### src/rtl/slave_fabric.sv
// slave_fabric: single-master to NSLAVE-slave bus bridge.
//   clk, reset           : clock and synchronous active-high reset
//   m_req/m_addr/m_wdata/m_rw_ : master request, sampled only when idle
//   m_ack/m_err/m_rdata/m_busy : master completion pulse, error, read data, busy
//   s_cs_/s_addr/s_wdata/s_rw_ : latched slave-side request, one active-low select
//   s_rdata/s_rdy        : packed per-slave read data and ready
// The top SEL_WIDTH address bits pick the slave; unmapped indices and slaves
// that stay not-ready for TIMEOUT cycles complete with m_err.
module slave_fabric #(
  parameter int BUS_ADDR_WIDTH = 30,
  parameter int MEM_ADDR_WIDTH = 16,
  parameter int DATA_WIDTH     = 32,
  parameter int SEL_WIDTH      = 2,
  parameter int NSLAVE         = 4,
  parameter int TIMEOUT        = 16
) (
  input  logic                         clk,
  input  logic                         reset,
  input  logic                         m_req,
  input  logic [BUS_ADDR_WIDTH-1:0]    m_addr,
  input  logic [DATA_WIDTH-1:0]        m_wdata,
  input  logic                         m_rw_,
  output logic                         m_ack,
  output logic                         m_err,
  output logic [DATA_WIDTH-1:0]        m_rdata,
  output logic                         m_busy,
  output logic [NSLAVE-1:0]            s_cs_,
  output logic [MEM_ADDR_WIDTH-1:0]    s_addr,
  output logic [DATA_WIDTH-1:0]        s_wdata,
  output logic                         s_rw_,
  input  logic [NSLAVE*DATA_WIDTH-1:0] s_rdata,
  input  logic [NSLAVE-1:0]            s_rdy
);

  localparam int CNT_W = (TIMEOUT > 1) ? $clog2(TIMEOUT) : 1;
  localparam logic [SEL_WIDTH:0] NSLAVE_W = (SEL_WIDTH + 1)'(NSLAVE);

  typedef enum logic [1:0] {IDLE, ACCESS, RESP} state_t;

  state_t                  state_q, state_d;
  logic [SEL_WIDTH-1:0]    sel_q;
  logic [SEL_WIDTH-1:0]    sel_in;
  logic                    mapped_in;
  logic [CNT_W-1:0]        wait_cnt;
  logic                    wait_last;
  logic                    err_q;
  logic                    rdy_sel;
  logic [DATA_WIDTH-1:0]   rdata_sel;
  logic                    addr_unused;

  assign sel_in      = m_addr[BUS_ADDR_WIDTH-1 -: SEL_WIDTH];
  assign mapped_in   = {1'b0, sel_in} < NSLAVE_W;
  assign wait_last   = (wait_cnt == CNT_W'(TIMEOUT - 1));
  // Address bits between the slave index and the slave-local field are not decoded.
  assign addr_unused = ^m_addr;

  // Only the latched slave's ready and data are ever looked at.
  always_comb begin
    rdy_sel   = 1'b0;
    rdata_sel = '0;
    for (int unsigned i = 0; i < NSLAVE; i++) begin
      if (sel_q == SEL_WIDTH'(i)) begin
        rdy_sel   = s_rdy[i];
        rdata_sel = s_rdata[i*DATA_WIDTH +: DATA_WIDTH];
      end
    end
  end

  always_comb begin
    s_cs_ = '1;
    if (state_q == ACCESS) begin
      for (int unsigned i = 0; i < NSLAVE; i++) begin
        if (sel_q == SEL_WIDTH'(i)) s_cs_[i] = 1'b0;
      end
    end
  end

  always_comb begin
    state_d = state_q;
    case (state_q)
      IDLE:    if (m_req) state_d = mapped_in ? ACCESS : RESP;
      ACCESS:  if (rdy_sel || wait_last) state_d = RESP;
      RESP:    state_d = IDLE;
      default: state_d = IDLE;
    endcase
  end

  assign m_ack  = (state_q == RESP);
  assign m_err  = (state_q == RESP) && err_q;
  assign m_busy = (state_q != IDLE);

  always_ff @(posedge clk) begin
    if (reset) begin
      state_q  <= IDLE;
      sel_q    <= '0;
      wait_cnt <= '0;
      err_q    <= 1'b0;
      m_rdata  <= '0;
      s_addr   <= '0;
      s_wdata  <= '0;
      s_rw_    <= 1'b1;
    end else begin
      state_q <= state_d;
      case (state_q)
        IDLE: begin
          if (m_req) begin
            s_addr   <= m_addr[MEM_ADDR_WIDTH-1:0];
            s_wdata  <= m_wdata;
            s_rw_    <= m_rw_;
            sel_q    <= sel_in;
            wait_cnt <= '0;
            err_q    <= !mapped_in;
            // Unmapped reads skip ACCESS, so their zero data is loaded here.
            if (!mapped_in && m_rw_) m_rdata <= '0;
          end
        end
        ACCESS: begin
          if (rdy_sel) begin
            err_q <= 1'b0;
            if (s_rw_) m_rdata <= rdata_sel;
          end else if (wait_last) begin
            err_q <= 1'b1;
            if (s_rw_) m_rdata <= '0;
          end else begin
            wait_cnt <= wait_cnt + 1'b1;
          end
        end
        default: ;
      endcase
    end
  end

endmodule

### config.mk
export PLATFORM = sky130hd
export DESIGN_NAME = slave_fabric
export DESIGN_NICKNAME = d
export VERILOG_FILES = /design/src/rtl/slave_fabric.sv
export SDC_FILE = /design/constraint.sdc
export NUM_CORES = 1
export LEC_CHECK = 0
export BUFFER_PORTS_ARGS = -buffer_cell sky130_fd_sc_hd__buf_2
export CAP_MARGIN = 20
export CORE_MARGIN = 3
export CORE_UTILIZATION = 30
export CTS_CLUSTER_DIAMETER = 150
export CTS_CLUSTER_SIZE = 24
export DETAILED_ROUTE_END_ITERATION = 8
export PLACE_DENSITY_LB_ADDON = 0.1
export SKIP_CTS_REPAIR_TIMING = 1
export SYNTH_ARGS = -nofsm -noshare
export SYNTH_HDL_FRONTEND = slang
export SYNTH_SLANG_ARGS = --single-unit
### constraint.sdc
create_clock -name clk -period 2.4 [get_ports clk]
set_clock_uncertainty 0.1 [all_clocks]
set_input_delay 0.24 -clock clk [delete_from_list [all_inputs] [get_ports clk]]
set_output_delay 0.24 -clock clk [all_outputs]
set_load 0.02 [all_outputs]
==> summary.md <==
| Metric | Value |
|---|---|
| Leak | about 0.003 uW |
| Compound-gate portion of the synthesized area | between 10% and 20% |
| Endpoints failing setup | 0 |
| Worst reg-to-reg setup slack | about 0.43 ns |
| RSZ-0062 raised after global routing | false |
| Row Count | 43 |
| Final Cell Area | 6210 sq um |
| Most used DFF post-synth | dfxtp_1 |
| Starting DRC count in detailed routing | 115 |
| WHS Path Cells | 3 |
| Root Driver | clkbuf_16 |
| Startpoint types | flop |
| #FFs+latches synth | 90 |
| Share of synthesized cell area in full adder, half adder and majority cells | less than 1% |
| FF-to-FF path depth | 3 |
| CP Capture Type | flop |
| Longest Clk Path Bufs | 2 |
| Logic pwr share | between 20% and 30% |
| Starting density of the core | a little under a third |
| Number of synthesized flops with an enable pin | 0 |
| Seq/Total Area, Yosys | about 41% |
| Clk pwr share | approximately 37% |
| Worst Setup SP | sel_q[0] |
| Cell Area, Placed | about 6000 sq um |
| Port Buffers | about 270 |
| Post-Syn Instances | roughly 450 |
| Final nets | 904 |
| H-tree levels | 3 |
| Status | completed |
| Slew Limit Fails | 0 |
| GRT Util Overall | around 16% |
| Residual DRC | 0 |
| Largest net degree at the start of global routing | 69 |
| Synthesized area per cell | 9.739 sq um |
| Arr. time, crit path | roughly 2.1 ns |
| Worst Max-Slew Pin Slew | 0.5875 ns |
| Max-Cap Viols | 0 |
| DP Wirelength | about 10000 um |
| Sum Neg Setup Slack | 0 ns |
| Seq pwr share | between 40% and 50% |
| Share of cells above drive strength 1 | 51.69% |
| Die Span X | around 130 um |
| Antenna violations before repair | 0 |
| Hold Crit Class | in2reg |
| Global-route wire length before repair | slightly above 20000 um |
| Worst-path clk slew | roughly 0.060 ns |
| Hold EP | s_rw_ |
| Crit-path max FO | 32 |
| Proportion of synthesized area in mux cells | 17.49% |
| Switching Fraction | between 20% and 30% |
| Final period utilization | between 80% and 90% |
| Num CTS Buffers | 9 |
| Vias per std cell | 4.696 |
| Detailed-route wire length per cell | around 15 um |
| Syn Nets | about 650 |
| Layout fillers | roughly 1400 |
| RR Endpoint | m_rdata[25] |
| Pint | around 2800 uW |
| Layout area overhead | 42.33% |
| Power, Total | 3885 uW |
| Syn. warnings | 0 |
| Worst vdd ir | between 0.0002 and 0.0003 V |
| Synth unique cells | 33 |
| Total wire length | between 10000 and 15000 um |
| Fin util | 44.22% |
| Post-synthesis xor/xnor area fraction | 0% |
| Rel. slew slack | around 61% |
| Critical Path RT | around 2.5 ns |
| Antenna diodes | 0 |
| I/O pins | approximately 290 |
| Max Clock Freq | 0.5081 GHz |
| Vias in the first global route | 4169 |
| Synth Area in Simple Gates | 12.85% |
| Net load switching power | between 1000 and 1500 uW |
| WS Path Type | reg2reg |
| Drt pass-1 iters | 4 |
| Largest family of logic cells by synthesized area | compound AO/OA/AOI/OAI gates |
| Die height | 126.6 um |
| Total core area | approximately 14000 sq um |
| Total gr overflow | 0 |
| DIE AREA | about 16000 sq um |
| Post-DRT Antenna Nets | 0 |
| Routability cong. | just under 0.8 |
| Worst reg2reg startpoint | sel_q[0] |
| Post-synthesis async set-or-reset flop share | 0% |
| Crit path time final | approximately 2.0 ns |
| Worst-Skew Late Latency | about 0.34 ns |
| Routed vias | roughly 4200 |
| Worst Min Path Start | m_rw_ |
| Final Hold Fails | 0 |
| TritonCTS clock tree | yes |
| Pwr dens | 625.6 nW/um^2 |
| Synthesized area | 4363 sq um |
| CTS sink cnt | 90 |
[kinds of logic after synthesis]
family                   after synthesis
buffers and inverters                102
multiplexers                          35
flip-flops                            90
AO/OA/AOI/OAI                         88
AND/OR/NAND/NOR                      132
adder cells (fa/ha/maj)                1
[stage by stage]
stage | hold slack (ns) | cells | setup slack, ns
CTS | -0.006372 | 890 | 0.4104
finish | 0.008715 | 890 | 0.4318
global placement | 0.3386 | 874 | 0.4548
global route | 0.01198 | 890 | 0.2930
floorplan | 0.2637 | 448 | 0.5955
detailed placement | 0.3443 | 874 | 0.4231
[worst max-delay path, cell delays in order, from the launching register on]
cell and delay [ns]:
dfxtp_2 0.36, mux4_2 0.64, o211a_4 0.47, o32ai_1 0.27
[worst max path at each step]
| stage | end | slack (ns) | cells after the start |
|---|---|---|---|
| 2_1_floorplan | m_rdata[10] | 0.60 | 5 |
| 3_3_place_gp | m_rdata[25] | 0.45 | 3 |
| 3_5_place_dp | m_rdata[15] | 0.42 | 3 |
| 4_1_cts | m_rdata[15] | 0.41 | 3 |
| 5_1_grt | m_rdata[26] | 0.29 | 3 |
| 6_report | m_rdata[25] | 0.43 | 3 |
[cell usage in the layout (no fill, tap or decap), types with 2 or more instances in the layout]
master and count:
buf_2 272, nand2_1 104, dfxtp_1 88, inv_1 66, a21oi_1 51, mux4_2 33, o32ai_2 30, clkbuf_16 9
buf_4 7, nand3_1 5, nor4_1 4, or3_1 3, nor2_1 3, buf_12 3, nand2b_1 2, nor2b_1 2
mux2i_1 2, o32ai_1 2, clkbuf_8 2, clkinvlp_4 2, dfxtp_2 2
[power by group through the flow]
stage                     Clock (uW)  Sequential (uW)  Combinational, uW
after global routing            1560             1640                900
after CTS                       1500             1630                837
after floorplan                    0             1760                411
after global placement             0             1660                822
after detailed placement           0             1660                836
final                           1440             1630                821
[area by class of cell]
type	instances	area [sq um]	share of cell area, %
Multi-Input combinational cell	256	2152	34.66
Timing Repair Buffer	282	1474	23.74
Inverter	66	247.7	3.990
Sequential cell	90	1804	29.05
Tap cell	180	225.2	3.627
Clock buffer	12	256.5	4.131
Clock inverter	4	50.05	0.8060
[per-layer routing]
layer	global-route usage, %	vias to the layer above	share of wire (%)
li1	-	2051	-
met1	19.38	1939	41
met2	27.58	173	49
met3	4.463	16	8.4
met4	5.741	0	1.7
met5	0	-	0
[sequential cells by signal, indices dropped and copies added, names as in the netlist]
name / cells
s_wdata: 32
m_rdata: 32
state_q: 2
wait_cnt: 4
s_addr: 16
err_q: 1
s_rw_: 1
sel_q: 2
[synthesized netlist by cell type (all sizes together), types with 2 or more instances]
library cell | number | area [sq um]
dfxtp | 90 | 1802
a21oi | 51 | 255.2
nor2b | 2 | 12.51
inv | 66 | 247.7
nand2b | 2 | 12.51
mux4 | 33 | 743.2
buf | 11 | 72.56
nand2 | 104 | 390.4
mux2i | 2 | 20.02
nand3 | 5 | 25.02
o32ai | 32 | 505.5
clkbuf | 25 | 93.84
or3 | 4 | 30.03
nor2 | 3 | 11.26
nor4 | 4 | 25.02
Note: power is estimated with default switching activity, not from simulation.
